$ cat src/rtl/st_serial_adder_pkg.sv
// ---------------------------------------------------------------------------
// st_pkg : shared declarations for the bit-serial adder slice.
//   st_state_e : controller states (IDLE, RUN)
//   ST_WIDTH   : default operand / sum width
// ---------------------------------------------------------------------------
package st_pkg;

  typedef enum logic {
    IDLE = 1'b0,
    RUN  = 1'b1
  } st_state_e;

  localparam int ST_WIDTH = 8;

endpackage : st_pkg

$ cat src/rtl/st_serial_adder_if.sv
// ---------------------------------------------------------------------------
// st_serial_adder_if : request / result bundle of the serial adder.
//
// Handshake: the master raises start together with a, b, ci. The request is
// taken at a rising clk edge only while busy is low (state IDLE); a request
// seen while busy is high is dropped, not queued. Once accepted, busy stays
// high for WIDTH cycles, then done pulses for one cycle with sum / co updated.
//
//   start, a, b, ci : master -> slave
//   busy, done      : slave  -> master, status
//   sum, co         : slave  -> master, last completed result
//   state           : slave  -> master, controller state for observation
// ---------------------------------------------------------------------------
interface st_serial_adder_if
  import st_pkg::*;
#(
  parameter int WIDTH = ST_WIDTH
) ();

  logic             start;
  logic [WIDTH-1:0] a;
  logic [WIDTH-1:0] b;
  logic             ci;
  logic             busy;
  logic             done;
  logic [WIDTH-1:0] sum;
  logic             co;
  st_state_e        state;

  modport master (
    output start, a, b, ci,
    input  busy, done, sum, co, state
  );

  modport slave (
    input  start, a, b, ci,
    output busy, done, sum, co, state
  );

endinterface : st_serial_adder_if

$ cat src/rtl/st_serial_adder_fa.sv
// ---------------------------------------------------------------------------
// st_fa : 1-bit combinational full adder from gate primitives.
//   x, y : operand bits
//   cin  : carry in
//   s    : sum bit   = x ^ y ^ cin
//   c    : carry out = (x & y) | (cin & (x ^ y))
// ---------------------------------------------------------------------------
module st_fa (
  output logic s,
  output logic c,
  input  logic x,
  input  logic y,
  input  logic cin
);

  logic w_p;   // propagate
  logic w_g;   // generate
  logic w_t;   // carry passed through on propagate

  xor g_p   (w_p, x, y);
  xor g_s   (s, w_p, cin);
  and g_g   (w_g, x, y);
  and g_t   (w_t, cin, w_p);
  or  g_c   (c, w_g, w_t);

endmodule : st_fa

$ cat src/rtl/st_serial_adder.sv
// ---------------------------------------------------------------------------
// st_serial_adder : bit-serial unsigned adder, one bit per clock, LSB first.
//
//   clk   : rising-edge clock
//   rst_n : asynchronous active-low reset
//   bus   : st_serial_adder_if.slave (start/a/b/ci in, busy/done/sum/co/state out)
//
// An accepted start loads the operands into shift registers. Each RUN cycle
// the single full adder consumes bit 0 of both operand registers plus the
// carry flop; the sum bit enters the top of the partial register so that
// after WIDTH shifts it holds the result in natural bit order. sum / co only
// change on the final bit, so partial results never appear on the outputs.
// ---------------------------------------------------------------------------
module st_serial_adder
  import st_pkg::*;
#(
  parameter  int WIDTH = ST_WIDTH,
  localparam int CNT_W = $clog2(WIDTH)
) (
  input  logic                clk,
  input  logic                rst_n,
  st_serial_adder_if.slave    bus
);

  localparam logic [CNT_W-1:0] LAST_CNT = CNT_W'(WIDTH - 1);

  st_state_e        r_state;
  st_state_e        w_state_nxt;

  logic [WIDTH-1:0] r_sa;
  logic [WIDTH-1:0] r_sb;
  logic [WIDTH-1:0] r_part;
  logic [WIDTH-1:0] r_sum;
  logic [CNT_W-1:0] r_cnt;
  logic             r_carry;
  logic             r_co;
  logic             r_done;

  logic             w_s;
  logic             w_c;
  logic             w_load;
  logic             w_step;
  logic             w_last;
  logic             w_busy;

  // ---------------- full adder ----------------
  st_fa u_fa (
    .s   (w_s),
    .c   (w_c),
    .x   (r_sa[0]),
    .y   (r_sb[0]),
    .cin (r_carry)
  );

  // ---------------- FSM: state register ----------------
  always_ff @(posedge clk or negedge rst_n) begin
    if (!rst_n) begin
      r_state <= IDLE;
    end else begin
      r_state <= w_state_nxt;
    end
  end

  // ---------------- FSM: next state ----------------
  always_comb begin
    w_state_nxt = r_state;
    case (r_state)
      IDLE:    if (bus.start) w_state_nxt = RUN;
      RUN:     if (r_cnt == LAST_CNT) w_state_nxt = IDLE;
      default: w_state_nxt = IDLE;
    endcase
  end

  // ---------------- FSM: outputs / datapath controls ----------------
  always_comb begin
    w_load = 1'b0;
    w_step = 1'b0;
    w_last = 1'b0;
    w_busy = 1'b0;
    case (r_state)
      IDLE: begin
        w_load = bus.start;
      end
      RUN: begin
        w_busy = 1'b1;
        w_step = 1'b1;
        w_last = (r_cnt == LAST_CNT);
      end
      default: begin
        w_busy = 1'b0;
      end
    endcase
  end

  // ---------------- datapath ----------------
  always_ff @(posedge clk or negedge rst_n) begin
    if (!rst_n) begin
      r_sa    <= '0;
      r_sb    <= '0;
      r_part  <= '0;
      r_carry <= 1'b0;
      r_cnt   <= '0;
    end else if (w_load) begin
      r_sa    <= bus.a;
      r_sb    <= bus.b;
      r_part  <= '0;
      r_carry <= bus.ci;
      r_cnt   <= '0;
    end else if (w_step) begin
      r_sa    <= {1'b0, r_sa[WIDTH-1:1]};
      r_sb    <= {1'b0, r_sb[WIDTH-1:1]};
      r_part  <= {w_s, r_part[WIDTH-1:1]};
      r_carry <= w_c;
      // Wraps on the last bit when WIDTH is a power of two; reloaded on start.
      r_cnt   <= r_cnt + CNT_W'(1);
    end
  end

  // Result registers: written only on the final bit, held otherwise.
  always_ff @(posedge clk or negedge rst_n) begin
    if (!rst_n) begin
      r_sum  <= '0;
      r_co   <= 1'b0;
      r_done <= 1'b0;
    end else begin
      r_done <= w_last;
      if (w_last) begin
        r_sum <= {w_s, r_part[WIDTH-1:1]};
        r_co  <= w_c;
      end
    end
  end

  assign bus.busy  = w_busy;
  assign bus.done  = r_done;
  assign bus.sum   = r_sum;
  assign bus.co    = r_co;
  assign bus.state = r_state;

endmodule : st_serial_adder

$ cat src/flat_wrapper.sv
// flat-port wrapper written by rule: the top's interface ports become plain ports
module st_serial_adder_flat import st_pkg::*;
#(
  parameter  int WIDTH = ST_WIDTH,
  localparam int CNT_W = $clog2(WIDTH)
)
  (clk, rst_n, bus_start, bus_a, bus_b, bus_ci, bus_busy, bus_done, bus_sum, bus_co, bus_state);
  st_serial_adder_if #(.WIDTH(WIDTH)) bus_i ();
  input  logic clk;
  input  logic rst_n;
  input wire logic [$bits(bus_i.start)-1:0] bus_start;
  input wire logic [$bits(bus_i.a)-1:0] bus_a;
  input wire logic [$bits(bus_i.b)-1:0] bus_b;
  input wire logic [$bits(bus_i.ci)-1:0] bus_ci;
  output wire logic [$bits(bus_i.busy)-1:0] bus_busy;
  output wire logic [$bits(bus_i.done)-1:0] bus_done;
  output wire logic [$bits(bus_i.sum)-1:0] bus_sum;
  output wire logic [$bits(bus_i.co)-1:0] bus_co;
  output wire logic [$bits(bus_i.state)-1:0] bus_state;
  assign bus_i.start = bus_start;
  assign bus_i.a = bus_a;
  assign bus_i.b = bus_b;
  assign bus_i.ci = bus_ci;
  assign bus_busy = bus_i.busy;
  assign bus_done = bus_i.done;
  assign bus_sum = bus_i.sum;
  assign bus_co = bus_i.co;
  assign bus_state = bus_i.state;
  st_serial_adder #(.WIDTH(WIDTH)) u_core (.clk(clk), .rst_n(rst_n), .bus(bus_i));
endmodule
$ cat config.mk
export PLATFORM = sky130hd
export DESIGN_NAME = st_serial_adder_flat
export DESIGN_NICKNAME = d
export VERILOG_FILES = /design/src/rtl/st_serial_adder_pkg.sv /design/src/rtl/st_serial_adder_if.sv /design/src/rtl/st_serial_adder_fa.sv /design/src/rtl/st_serial_adder.sv /design/src/flat_wrapper.sv
export SDC_FILE = /design/constraint.sdc
export NUM_CORES = 1
export LEC_CHECK = 0
export BUFFER_PORTS_ARGS = -buffer_cell sky130_fd_sc_hd__buf_2
export CAP_MARGIN = 15
export CELL_PAD_IN_SITES_DETAIL_PLACEMENT = 1
export CELL_PAD_IN_SITES_GLOBAL_PLACEMENT = 1
export CORE_ASPECT_RATIO = 1.2
export CORE_MARGIN = 3
export CORE_UTILIZATION = 39
export DETAILED_ROUTE_END_ITERATION = 6
export HOLD_SLACK_MARGIN = 0.05
export PLACE_DENSITY = 0.75
export SKIP_CTS_REPAIR_TIMING = 1
export SYNTH_ARGS = -nofsm -noshare
export SYNTH_HDL_FRONTEND = slang
export SYNTH_SLANG_ARGS = --single-unit
$ cat constraint.sdc
create_clock -name clk -period 1.3 [get_ports clk]
set_input_delay 0.26 -clock clk [delete_from_list [all_inputs] [get_ports clk]]
set_output_delay 0.26 -clock clk [all_outputs]
set_load 0.02 [all_outputs]
==> metrics.md, run 1 <==
| Metric | Value |
|---|---|
| Dominant cells by area after synthesis | `dfrtp_1, mux2i_1, mux2_4` |
| Max rail drop VDD | `~0.00099 V` |
| Worst setup path start | `u_core.r_cnt[1]` |
| Largest family of logic cells by synthesized area | `multiplexers` |
| Tmin final | `about 1.3 ns` |
| Mapped Cells | `about 120` |
| DR DRC count | `0` |
| Initial antenna violation count | `0` |
| Post-synthesis register bit count | `38` |
| Iteration-0 DRC Markers | `28` |
| GRT Total Usage | `0.1408` |
| Crit path max-delay cell type | `dfrtp_1` |
| Placed inst area | `around 1800 sq um` |
| Status | `complete, but fails checks` |
| Yosys warnings | `0` |
| Failing checks | `negative setup slack` |
| DIE HEIGHT | `76.99 um` |
| Num rows | `25` |
| PD cells | `roughly 2400 nW/um^2` |
| Post-Place Cells | `about 200` |
| Via density | `approximately 5` |
| Worst path max stage delay | `about 0.40 ns` |
| Post-route ant nets | `0` |
| Post-route cell area | `about 2100 sq um` |
| Vias in the first global route | `1187` |
| Worst-skew pair later-pin latency | `about 0.29 ns` |
| Initial Util | `0.4091` |
| Clock buffer depth | `2` |
| Max Slew Vio Count | `0` |
| I/O pin total | `32` |
| FMAX | `between 700 and 800 MHz` |
| DRT Wirelength | `between 3 and 4 mm` |
| Crit path kind | `reg -> reg` |
| Detailed Routing Iterations Pass 1 | `4` |
| Post-synthesis cell type count | `20` |
| Ant diodes | `0` |
| CP max FO | `5` |
| Worst Path Required | `around 1.5 ns` |
| Number of port buffers | `31` |
| Sequential share of the synthesized area | `0.5806` |
| Clock sink count | `38` |
| Clk_skew | `between 0.005 and 0.006 ns` |
| Dpl hpwl | `between 2 and 2.5 mm` |
| Share of cells above drive strength 1 | `0.4061` |
| Final GP Congestion | `0.7019` |
| Hold WS | `approximately 0.014 ns` |
| Final worst slack | `-0.01790 ns` |
| CTS root buffer | `clkbuf_8` |
| Simple logic cell fraction of the synthesized area | `0.04966` |
| Synth top area share | `0.5806` |
| Final Non-Filler Cells | `approximately 220` |
| Crit path capture type | `register` |
| Area growth from synthesis to layout | `26.43%` |
| Synthesized cell area | `1638 sq um` |
| Worst min path class | `in -> async` |
| RSZ-0062 raised after global routing | `yes` |
| Leakage | `1.062 nW` |
| CORE AREA | `4004 sq um` |
| Xor/xnor share of the synthesized area | `0` |
| Fin Setup TNS | `-0.1088 ns` |
| Worst-path clk slew | `~0.08 ns` |
| Cts bufs inserted | `5` |
| # Max-Cap Violations | `0` |
| Worst rel slew slack | `0.6822` |
| Die ar. | `5016 sq um` |
| Synth area leader | `dfrtp_1` |
| Via count | `1081` |
| R2r startpoint | `u_core.r_cnt[1]` |
| Multiplexer area fraction after synthesis | `0.1933` |
| CTS tree | `built` |
| Avg Cell Area, Syn | `13.42 sq um` |
| Largest net degree at the start of global routing | `39` |
| Startpoint types | `register` |
| Worst slew pin tran | `0.4767 ns` |
| Worst EP arrival | `approximately 1.5 ns` |
| Syn nets | `roughly 150` |
| Final Setup Violations | `9` |
| First-pass GRT wire length | `5.471 mm` |
| DIE WIDTH | `~65 um` |
| CP Cell Sequence | `ha_2 -> ha_4 -> nand2_4 -> mux2_4` |
| Max H-tree Level | `2` |
| Final hold vios | `0` |
| Synth Area in Compound Gates | `0.09702` |
| Final period utilization | `1.014` |
| Grt ovf | `0` |
| Final net count | `~190` |
| Synth Area in Adders | `0.02750` |
| WL/cell | `15.05 um` |
==> sequential cells by signal, summed over array words and instances (netlist names) <==
signal	count
u_core.r_sa	8
u_core.r_cnt	3
u_core.bus.co	1
u_core.bus.sum	8
u_core.r_sb	8
u_core.bus.state	1
u_core.r_part	7
u_core.r_carry	1
u_core.bus.done	1
==> per-stage QoR <==
stage	util	total power, mW	worst slack [ns]
final	0.5172	5.019	-0.01790
after global routing	0.5172	5.351	-0.05992
after CTS	0.4944	4.805	-0.2900
after detailed placement	0.4600	3.589	-0.07286
after global placement	0.4600	3.440	-0.01517
after floorplan	-	3.127	0.006697
==> final timing paths <==
kind / to / slack [ns] / cells after the start
setup / recovery: u_core.bus.sum[1] / -0.02 / 4
hold / removal: u_core.bus.sum[0] / 0.01 / 2
setup reg to reg: u_core.bus.sum[1] / -0.02 / 4
hold reg to reg: u_core.r_sb[0] / 0.49 / 2
max in group asynchronous: u_core.bus.state / 0.94 / 2
min in group clk: u_core.r_sb[7] / 0.23 / 3
==> cells by family after synthesis <==
family,count (synthesis)
multiplexers,27
adder cells (fa/ha/maj),3
AND/OR/NAND/NOR,19
buffers and inverters,10
AO/OA/AOI/OAI,25
flip-flops,38
==> power breakdown <==
group	leakage, nW	internal [mW]	switching, mW	total (mW)
Combinational	0.499	0.977	0.897	1.87
Sequential	0.494	1.64	0.304	1.95
Clock	0.0683	0.769	0.426	1.20
Total	1.06	3.39	1.63	5.02
==> per-layer routing <==
metal  wire, um  part of all wire  vias up  track usage
met4         58             0.018        0      0.06224
met2       1749              0.53       29       0.2477
met5          0                 0        -            0
li1           -                 -      510            -
met3        157             0.048        7      0.03807
met1       1330              0.40      535       0.1560
==> cells in the final DEF, fill, tap and decap left out, drive strengths merged <==
cell type,count
nand2,17
buf,43
clkinv,1
mux2,10
o21ai,15
dfrtp,38
nor2,3
a22o,9
a21oi,1
clkbuf,5
mux2i,17
inv,1
bufinv,2
fa,1
ha,2
==> layout make-up <==
class,instances,area [sq um]
Inverter,1,3.754
Multi-Input combinational cell,75,636.9
Fill cell,437,1933
Timing Repair Buffer,43,272.8
Clock buffer,5,68.82
Sequential cell,38,952.2
Clock inverter,3,68.82
Tap cell,54,67.56
==> Yosys cell counts, drive strengths merged <==
cell,number
a21oi,1
a22o,9
buf,8
clkbuf,1
dfrtp,38
fa,1
ha,2
inv,1
mux2,10
mux2i,17
nand2,16
nor2,3
o21ai,15
==> worst max-delay path, delay by kind of cell, from the launching register on <==
family | cells | cell delay (ns)
and+or+nand+nor | 1 | 0.11
muxes | 1 | 0.30
adders and majority gates | 2 | 0.39
DFF | 1 | 0.40
Note: power is estimated with default switching activity, not from simulation.
==> inputs of run 2 (changes only) <==
SYNTH_HIERARCHICAL = 1   (was default)
==> run 2 against run 1 <==
Against the previous run:
- the flow still finishes with violations (negative setup slack)
- first-iteration DRC count increased by 29%
- highest routed layer unchanged
- clock power increased by 3%
- synthesized cell count unchanged
- global-route usage increased by 0.29 points
- sequential share of layout area decreased by 0.68 points
- largest cell class unchanged
- critical path depth decreased by 2
- worst setup slack got worse by 0.0044 ns
- maximum frequency decreased by 0.33%
- die area unchanged
- critical path type unchanged
- power increased by 1.2%
- worst hold slack improved by 0.20 ns
- cell count increased by 1.4%
==> metrics.md, run 2 <==
| Metric | Value |
|---|---|
| CP max FO | `2` |
| GRT Total Usage | `0.1437` |
| Avg Cell Area, Syn | `between 10 and 15 sq um` |
| Clk_skew | `about 0.0064 ns` |
| Cts bufs inserted | `5` |
| Worst-path clk slew | `0.08 ns` |
| Worst R2R End | `u_core/bus.sum[7]` |
| Post-synthesis cell type count | `20` |
| Worst Path Required | `approximately 1.5 ns` |
| Via density | `~5` |
| Final Setup Violations | `6` |
| Max rail drop VDD | `0.001113 V` |
| CTS tree | `built` |
| Leakage | `about 1.1 nW` |
| First-pass GRT wire length | `between 5 and 6 mm` |
| Clock sink count | `38` |
| Final worst slack | `-0.02231 ns` |
| CORE AREA | `about 4000 sq um` |
| Most used DFF post-synth | `dfrtp_1` |
| Vias in the first global route | `1171` |
| RSZ-0062 raised after global routing | `yes` |
| Detailed Routing Iterations Pass 1 | `4` |
| Dominant cells by area after synthesis | `dfrtp_1, mux2i_1, mux2_4` |
| Worst min path class | `in -> reg` |
| Area growth from synthesis to layout | `28.34%` |
| R2r startpoint | `u_core/r_carry` |
| Post-synthesis register bit count | `38` |
| DR DRC count | `0` |
| CTS root buffer | `clkbuf_8` |
| I/O pin total | `32` |
| # fillers | `445` |
| Final hold vios | `0` |
| DRT Wirelength | `about 3.4 mm` |
| Worst setup path start | `u_core/r_carry` |
| Fin Setup TNS | `-0.03632 ns` |
| Leading cell type by number of instances after synthesis | `dfrtp_1` |
| PD cells | `between 2000 and 2500 nW/um^2` |
| Yosys warnings | `6` |
| Final GP Congestion | `slightly below 0.7` |
| Final period utilization | `1.017` |
| Worst-skew pair later-pin latency | `~0.29 ns` |
| Max Slew Vio Count | `0` |
| HP Start | `bus_b[7]` |
| Worst rel slew slack | `0.6810` |
| Most frequent cells in the layout | `dfrtp_1, buf_2, mux2i_1` |
| Max H-tree Level | `2` |
| Num rows | `25` |
| Worst slew pin tran | `0.4785 ns` |
| Largest net degree at the start of global routing | `39` |
| Grt ovf | `0` |
| Area of the multi-input gates | `around 640 sq um` |
| Critical Path End | `u_core/bus.sum[7]` |
| WL/cell | `15.09 um` |
| DIE WIDTH | `~65 um` |
| Post-synth top cells | `dfrtp_1, mux2i_1, nand2_1` |
| Reg-to-reg slack, setup | `-0.02 ns` |
| Clock buffer depth | `2` |
| Post-route ant nets | `0` |
| Worst EP arrival | `roughly 1.5 ns` |
| Status | `complete, but fails checks` |
| Crit path kind | `reg -> reg` |
| FMAX | `between 700 and 800 MHz` |
| Synth area leader | `dfrtp_1` |
| Mapped Cells | `122` |
| Syn nets | `between 100 and 150` |
| Leading cell type in the layout, fill and taps excluded | `dfrtp_1` |
| Ant diodes | `0` |
| Seq. cell area | `between 900 and 1000 sq um` |
| Tmin final | `1.322 ns` |
| Initial antenna violation count | `0` |
| Crit path capture type | `register` |
| Number of port buffers | `31` |
| Sequential share of the synthesized area | `0.5806` |
| Synth top area share | `0.5806` |
| Initial Util | `0.4091` |
| EDFF count, synth | `0` |
| Post-Place Cells | `~210` |
| Final Non-Filler Cells | `approximately 220` |
| Synthesized cell area | `between 1500 and 2000 sq um` |
| Share of cells above drive strength 1 | `0.4107` |
| # Max-Cap Violations | `0` |
| Via count | `~1100` |
| Async SR Flop Fraction | `1.000` |
| DIE HEIGHT | `between 70 and 80 um` |
| Failing checks | `negative setup slack` |
| FF-to-FF path depth | `2` |
| Final net count | `190` |
| Iteration-0 DRC Markers | `36` |
| Die ar. | `~5000 sq um` |
| Dpl hpwl | `~2.3 mm` |
| Startpoint types | `register` |
==> run 2: logic make-up after synthesis <==
family | count (synthesis) | synth area share
fa+ha+maj | 3 | 0.02750
simple gates | 19 | 0.04966
mux | 27 | 0.1933
buf+inv | 10 | 0.05194
compound gates | 25 | 0.09702
flops | 38 | 0.5806
==> run 2: metal layers <==
layer	track usage	part of all wire	up-vias	wire, um
met1	0.1706	0.42	560	1404
li1	-	-	515	-
met3	0.04100	0.050	5	166
met2	0.2456	0.52	28	1735
met4	0.04979	0.013	0	44
met5	0	0	-	0
==> run 2: critical path: stages, from the launching register on <==
cell	delay [ns]
dfrtp_1	0.40
fa_1	0.51
mux2_4	0.30
==> run 2: worst min path at each step <==
stage                              endpoint  slack, ns  cells after the start
after floorplan               u_core/bus.co      -0.04                      0
after detailed placement  u_core/bus.sum[5]       0.34                      2
after CTS                 u_core/bus.sum[5]       0.02                      2
after global routing         u_core/r_sa[7]       0.24                      3
after global placement      u_core/bus.done       0.32                      2
final                        u_core/r_sb[7]       0.22                      3
==> run 2: metrics by stage <==
| stage | instance area [sq um] | util | worst slack (ns) | hold WS (ns) | power [mW] |
|---|---|---|---|---|---|
| after floorplan | 1643 | - | 0.006697 | -0.03559 | 3.138 |
| after global placement | 1864 | 0.4656 | -0.01581 | 0.3229 | 3.480 |
| after detailed placement | 1864 | 0.4656 | -0.08545 | 0.3421 | 3.645 |
| after CTS | 2007 | 0.5013 | -0.2246 | 0.02035 | 4.910 |
| after global routing | 2102 | 0.5250 | -0.05373 | 0.2358 | 5.408 |
| final | 2102 | 0.5250 | -0.02231 | 0.2166 | 5.082 |
==> run 2: power breakdown <==
part | switching (mW) | internal, mW | leakage (nW) | total, mW
sequential | 0.318 | 1.65 | 0.494 | 1.96
clock | 0.417 | 0.818 | 0.0714 | 1.24
combinational | 0.894 | 0.988 | 0.510 | 1.88
total | 1.63 | 3.45 | 1.08 | 5.08
==> run 2: layout make-up <==
type | count | area share
clock buffer | 6 | 0.03929
clock inverter | 2 | 0.02857
inverter | 1 | 0.001786
multi-input combinational | 75 | 0.3030
sequential | 38 | 0.4530
tap | 54 | 0.03214
timing repair buffer | 46 | 0.1423
